==> src/rtl/mem_port_arbiter_pkg.sv <==
// Shared types for the memory-port arbiter: FSM states, owner encoding,
// transaction payload layout and the common 32-bit width type.
package mem_port_arbiter_pkg;

    typedef logic [31:0] u32;

    typedef enum logic [1:0] {
        IDLE = 2'd0,
        BUSY = 2'd1,
        RESP = 2'd2
    } arb_state_t;

    typedef enum logic {
        OWN_I = 1'b0,
        OWN_D = 1'b1
    } arb_owner_t;

    typedef struct packed {
        logic       we;
        u32         addr;
        u32         wdata;
        logic [3:0] strb;
    } arb_payload_t;

endpackage

==> src/rtl/mem_arb_pick.sv <==
// Combinational winner select between the fetch (I) and load/store (D)
// requesters. Define ARB_ROUND_ROBIN_EN to alternate on contention (grant the
// requester that did not own the previous transaction); otherwise D always
// wins over I.
module mem_arb_pick
    import mem_port_arbiter_pkg::*;
(
    input  logic       i_req,
    input  logic       d_req,
    input  arb_owner_t last_owner,
    output logic       grant,
    output arb_owner_t owner
);

`ifndef ARB_ROUND_ROBIN_EN
    logic unused_last_owner;
    assign unused_last_owner = last_owner;
`endif

    // Pick the winner; only contention depends on the arbitration policy
    always_comb begin
        grant = i_req | d_req;
        owner = OWN_D;
        if (!d_req) begin
            owner = OWN_I;
        end else if (i_req) begin
`ifdef ARB_ROUND_ROBIN_EN
            owner = (last_owner == OWN_D) ? OWN_I : OWN_D;
`else
            owner = OWN_D;
`endif
        end
    end

endmodule

==> src/rtl/mem_port_arbiter.sv <==
// Shares one memory port between instruction fetch (I) and load/store (D).
// One transaction in flight: IDLE -> BUSY -> RESP -> IDLE. Payload and owner
// are latched at grant; the response is a one-cycle pulse to the owner.
// TIMEOUT != 0 ends a transaction with an error response if memory never acks.
// Optional macro ARB_ROUND_ROBIN_EN selects alternating arbitration (see
// mem_arb_pick); undefined gives fixed D-over-I priority.
module mem_port_arbiter
    import mem_port_arbiter_pkg::*;
#(
    parameter int ADDR_W  = 32,
    parameter int DATA_W  = 32,
    parameter int TIMEOUT = 255
) (
    input  logic                  clk,
    input  logic                  reset,
    input  logic                  i_req,
    input  logic [ADDR_W-1:0]     i_addr,
    output logic                  i_resp_valid,
    output logic                  i_resp_err,
    input  logic                  d_req,
    input  logic                  d_we,
    input  logic [ADDR_W-1:0]     d_addr,
    input  logic [DATA_W-1:0]     d_wdata,
    input  logic [DATA_W/8-1:0]   d_strb,
    output logic                  d_resp_valid,
    output logic                  d_resp_err,
    output logic [DATA_W-1:0]     resp_rdata,
    output logic                  mem_req,
    output logic                  mem_we,
    output logic [ADDR_W-1:0]     mem_addr,
    output logic [DATA_W-1:0]     mem_wdata,
    output logic [DATA_W/8-1:0]   mem_strb,
    input  logic                  mem_ack,
    input  logic [DATA_W-1:0]     mem_rdata
);

    localparam int STRB_W = DATA_W / 8;

    arb_state_t          state_q, state_d;
    arb_owner_t          owner_q, owner_d;
    arb_owner_t          last_q, last_d;
    logic                we_q, we_d;
    logic [ADDR_W-1:0]   addr_q, addr_d;
    logic [DATA_W-1:0]   wdata_q, wdata_d;
    logic [STRB_W-1:0]   strb_q, strb_d;
    logic [DATA_W-1:0]   rdata_q, rdata_d;
    logic                err_q, err_d;
    u32                  cnt_q, cnt_d;

    logic                pick_grant;
    arb_owner_t          pick_owner;
    logic                busy, resp;

    mem_arb_pick u_pick (
        .i_req      (i_req),
        .d_req      (d_req),
        .last_owner (last_q),
        .grant      (pick_grant),
        .owner      (pick_owner)
    );

    // State, latched transaction and response registers
    always_ff @(posedge clk or posedge reset) begin
        if (reset) begin
            state_q <= IDLE;
            owner_q <= OWN_I;
            last_q  <= OWN_I;
            we_q    <= 1'b0;
            addr_q  <= '0;
            wdata_q <= '0;
            strb_q  <= '0;
            rdata_q <= '0;
            err_q   <= 1'b0;
            cnt_q   <= '0;
        end else begin
            state_q <= state_d;
            owner_q <= owner_d;
            last_q  <= last_d;
            we_q    <= we_d;
            addr_q  <= addr_d;
            wdata_q <= wdata_d;
            strb_q  <= strb_d;
            rdata_q <= rdata_d;
            err_q   <= err_d;
            cnt_q   <= cnt_d;
        end
    end

    // Next-state: grant in IDLE, wait for ack or timeout in BUSY, one RESP cycle
    always_comb begin
        state_d = state_q;
        owner_d = owner_q;
        last_d  = last_q;
        we_d    = we_q;
        addr_d  = addr_q;
        wdata_d = wdata_q;
        strb_d  = strb_q;
        rdata_d = rdata_q;
        err_d   = err_q;
        cnt_d   = cnt_q;
        case (state_q)
            IDLE: begin
                if (pick_grant) begin
                    state_d = BUSY;
                    owner_d = pick_owner;
                    last_d  = pick_owner;
                    cnt_d   = '0;
                    if (pick_owner == OWN_D) begin
                        we_d    = d_we;
                        addr_d  = d_addr;
                        wdata_d = d_wdata;
                        strb_d  = d_strb;
                    end else begin
                        // Fetches are always reads with no byte enables
                        we_d    = 1'b0;
                        addr_d  = i_addr;
                        wdata_d = '0;
                        strb_d  = '0;
                    end
                end
            end
            BUSY: begin
                // An ack in the same cycle the limit is reached still wins
                if (mem_ack) begin
                    state_d = RESP;
                    rdata_d = mem_rdata;
                    err_d   = 1'b0;
                end else if ((TIMEOUT != 0) && (cnt_q + 32'd1 == u32'(TIMEOUT))) begin
                    state_d = RESP;
                    rdata_d = '0;
                    err_d   = 1'b1;
                end else begin
                    cnt_d = cnt_q + 32'd1;
                end
            end
            RESP: begin
                state_d = IDLE;
            end
            default: begin
                state_d = IDLE;
            end
        endcase
    end

    assign busy = (state_q == BUSY);
    assign resp = (state_q == RESP);

    assign mem_req   = busy;
    assign mem_we    = busy & we_q;
    assign mem_addr  = busy ? addr_q  : '0;
    assign mem_wdata = busy ? wdata_q : '0;
    assign mem_strb  = busy ? strb_q  : '0;

    assign i_resp_valid = resp & (owner_q == OWN_I);
    assign d_resp_valid = resp & (owner_q == OWN_D);
    assign i_resp_err   = i_resp_valid & err_q;
    assign d_resp_err   = d_resp_valid & err_q;
    assign resp_rdata   = resp ? rdata_q : '0;

endmodule
==> config.mk <==
export PLATFORM = sky130hd
export DESIGN_NAME = mem_port_arbiter
export DESIGN_NICKNAME = d
export VERILOG_FILES = /design/src/rtl/mem_port_arbiter_pkg.sv /design/src/rtl/mem_arb_pick.sv /design/src/rtl/mem_port_arbiter.sv
export SDC_FILE = /design/constraint.sdc
export NUM_CORES = 1
export LEC_CHECK = 0
export ABC_AREA = 1
export CAP_MARGIN = 20
export CORE_MARGIN = 5
export CORE_UTILIZATION = 43
export DETAILED_ROUTE_END_ITERATION = 6
export PLACE_DENSITY = 0.77
export SETUP_SLACK_MARGIN = 0.15
export SLEW_MARGIN = 20
export SYNTH_ARGS = -nofsm -noshare
export SYNTH_HDL_FRONTEND = slang
export SYNTH_HIERARCHICAL = 1
export SYNTH_SLANG_ARGS = --single-unit
==> constraint.sdc <==
create_clock -name clk -period 5.4 [get_ports clk]
set_clock_uncertainty 0.15 [all_clocks]
set_input_delay 1.62 -clock clk [delete_from_list [all_inputs] [get_ports clk]]
set_output_delay 1.62 -clock clk [all_outputs]
set_load 0.02 [all_outputs]
==> results <==
- After synthesis the cells add up to 7700 um2.
- Of all nets on the critical path, the largest fanout is 62.
- The clock transition at the registers of the reported paths is 0.06 ns.
- Once detailed placement completed, the half-perimeter wirelength came to 16.1 mm.
- The number of I/O port buffers is 243.
- The first global-routing pass estimated 36.7 mm of wire.
- The post-CTS setup buffer count is 0.
- The largest vdd supply drop is 272 uV.
- The net total in the final layout is 1466.
- The detailed-routing iteration count for the pre-antenna-repair pass is 5.
- Walking the worst path, the cells encountered are nor2_1 > clkinv_2 > buf_12 > nor2_1 > clkdlybuf4s50_1.
- The tree is rooted in a sky130_fd_sc_hd__clkbuf_16.
- Once detail routing completed, the nets flagged for antenna violations numbered 0.
- The total grt overflow is 0.
- The number of distinct library cell variants in the gate-level netlist after synthesis is 25.
- The initial antenna violation count is 0.
- The slew of the pin with the lowest slew margin is 1.02 ns.
- The clock latency at the later pin of the worst-skew pair is 0.41 ns.
- The initial core utilization is 43.3%.
- The maximum number of pins on one net before global-route repair is 103.
- The final setup violation count is 0.
- The post-route netlist has 4.26% of its cells at a drive strength greater than 1.
- The placement row count is 49.
- Synthesis inferred 137 register bits.
- The portion of the post-synthesis area used by sequential elements is 44.5%.
- The die covers 20700 um2.
- Per report_power, the sequential group accounts for 32.8% of the total.
- Cell internal power was estimated by the tool at 0.00291 W.
- The category of the critical setup timing path is flop to primary output.
- The flow ran to the end, and the final reports show no timing, DRC or antenna violations.
- The filler cells instantiated in the layout total 1600.
- The required time at the endpoint of the critical path is 3.63 ns.
- CTS built an H-tree with a depth of 4.
- The maximum count of clock buffers along a single path is 2.
- The final total negative setup slack is 0 ns.
- The number of top-level pins is 244.
- The placed cell area is 10200 um2.
- Ranked by instance count, the synthesized netlist is headed by 296 x sky130_fd_sc_hd__nand2_1, 172 x sky130_fd_sc_hd__inv_1, 166 x sky130_fd_sc_hd__nor2_1.
- The analysis attributes to net switching a power of 0.00185 W.
- The cell that appears most often on the critical path is sky130_fd_sc_hd__nor2_1.
- The number of CTS-inserted buffers is 17.
- The number of placed cells counting well taps is 1534.
- The worst slew margin relative to its limit is 32.0%.
- Data on the critical path arrives at its endpoint at 2.85 ns.
- For this run, the leading register cell type out of synthesis is sky130_fd_sc_hd__dfrtp_1.
- The detailed-route wire length is 22.6 mm.
- The async set or reset register ratio after synthesis is 100%.
- The worst hold path belongs to the class flop to flop.
- The number of DRC violations after detailed-routing iteration 0 is 563.
- The worst setup path is launched from a flop.
- Synthesis handed over a netlist of 1114 instances.
- The via count of the first global-routing pass is 7301.
- Leaving out filler cells and counting taps, the final layout contains 1566.
- The share of the cycle needed by the critical path after routing is 85.6%.
- Routability-driven placement finished with a final weighted congestion of 0.884.
- The global routing usage summed across all routing layers is 22.2%.
- The average via count per standard cell is 4.89.
- The top achievable clock speed is 216 MHz.
- The fraction of post-synthesis cell area in the top cell type by area is 44.5%.
- The layout overhead on the synthesized area is 41.1%.
- The synthesized net count is 1254.
- Setup repair after global routing left no endpoint under its margin.
- In the post-synthesis netlist, the biggest area contributors are sky130_fd_sc_hd__dfrtp_1 45%, sky130_fd_sc_hd__nand2_1 14%, sky130_fd_sc_hd__inv_1 8.4%.
- The most common cell in the synthesized netlist is sky130_fd_sc_hd__nand2_1.
- The type of destination of the critical path is a primary output.
- The number of sinks handled by clock tree synthesis is 137.
- Cells fill 61.1% of the core in the end.
- The biggest area consumer among synthesized cells is sky130_fd_sc_hd__dfrtp_1.
- The analysis attributes to cell leakage a power of 5.08 nW.
- The count of synthesis-stage warnings from yosys is 6.
- The combinational cell fraction of total power is 43.4%.
- The core region is 17800 um2.
- The remaining routing DRC violations is 0.
- The total via count after detailed routing is 7661.
- The clock tree from TritonCTS is yes.
- In this run, synthesis inferred 0 flip-flops with an integrated enable.
- Net switching is 38.9% of the power.
- The number of max-slew violations in the final report is 0.
- The total count of hold-check failures in the final report was 0.
- The number of gates resized after CTS was 0.
- The clock network burns 23.8% of the power.
- The number of hold-repair buffers added at the cts stage is 0.
- The die is 144 um wide.
- The critical path's slowest cell is sky130_fd_sc_hd__clkdlybuf4s50_1.
- The time the final worst path needs with I/O delays and setup is 4.62 ns.
- 0 antenna diodes ended up in the layout.
- After routing the design area is 10900 um2.
- The number of max-cap violations is 0.
- The post-synthesis area per instance is 6.91 um2.
- The total power divided by cell area is 439 nW/um2.
- The final total power is 0.00477 W.
- The maximum single-stage delay on the critical path is 0.62 ns.
- After detailed routing, the average wire length per cell comes to 14.4 um.
- The die boundary height is 144 um.
[power groups by stage]
| stage | Combinational, W | Clock (W) | Sequential [W] |
|---|---|---|---|
| floorplan | 0.00128 | 0 | 0.00154 |
| global placement | 0.00205 | 0 | 0.00156 |
| detailed placement | 0.00207 | 0 | 0.00158 |
| CTS | 0.00209 | 0.00115 | 0.00157 |
| global route | 0.00230 | 0.00120 | 0.00161 |
| finish | 0.00207 | 0.00113 | 0.00157 |
[per-stage QoR]
stage	worst slack [ns]	hold WS (ns)
floorplan	1.92	0.319
global placement	1.31	0.330
detailed placement	1.22	0.337
CTS	0.767	0.350
global route	0.591	0.372
finish	0.776	0.346
[state kept, by name, summed over array words and instances, names as in the netlist]
register  flops
addr_q       32
cnt_q        32
rdata_q      32
wdata_q      32
strb_q        4
state_q       2
err_q         1
last_q        1
we_q          1
[path summary, 6_finish.rpt]
kind | slack (ns) | depth (start not counted) | endpoint | start
worst max-delay path | 0.78 | 5 | mem_addr[1] | state_q[1]
worst min-delay path | 0.35 | 2 | rdata_q[27] | rdata_q[27]
worst max register to register | 1.99 | 14 | rdata_q[29] | cnt_q[0]
worst min register to register | 0.35 | 2 | rdata_q[27] | rdata_q[27]
max in group asynchronous | 2.71 | 4 | rdata_q[5] | reset
min in group asynchronous | 1.45 | 2 | wdata_q[2] | reset
[layout make-up]
type / count / area, um2 / share of cell area, %
clock buffer: 23 / 478 / 4.40
clock inverter: 7 / 93.8 / 0.864
inverter: 172 / 652 / 6.01
multi-input combinational: 746 / 3360 / 31.0
sequential: 137 / 3430 / 31.6
tap: 229 / 287 / 2.64
timing repair buffer: 252 / 2550 / 23.5
[placed cells by master (no fill, tap or decap), types with 5 or more instances in the layout]
cell type                         instances
sky130_fd_sc_hd__inv_1                  169
sky130_fd_sc_hd__o211ai_1                32
sky130_fd_sc_hd__buf_4                    5
sky130_fd_sc_hd__dfrtp_1                137
sky130_fd_sc_hd__clkbuf_16               17
sky130_fd_sc_hd__nor2_1                 166
sky130_fd_sc_hd__o21ai_0                 74
sky130_fd_sc_hd__nand3_1                112
sky130_fd_sc_hd__clkdlybuf4s50_1        242
sky130_fd_sc_hd__nand2_1                295
sky130_fd_sc_hd__nor2_2                   5
sky130_fd_sc_hd__nand3b_1                15
sky130_fd_sc_hd__a21oi_1                 25
[critical path: cells and delay by family, from the launching register on]
kind	cells	cell delay (ns)
buffers and inverters	3	1.53
DFF	1	0.40
and+or+nand+nor	2	0.47
[cell families after synthesis]
group,count (synthesis),share of synthesized area [%]
xor gates and xnor gates,1,0.114
and+or+nand+nor,611,33.6
adders and majority gates,2,0.325
DFF,137,44.5
AOI/OAI and AO/OA,132,9.62
buffers and inverters,231,11.8
[routing by layer]
layer	vias up	part of all wire, %	wire length (um)	GRT usage, %
met2	280	48	10800	35.0
met4	0	2.7	601	7.28
met1	3471	41	9180	28.4
met3	38	9.2	2080	8.19
met5	-	0	0	0
li1	3872	-	-	-
Note: power is estimated with default switching activity, not from simulation.
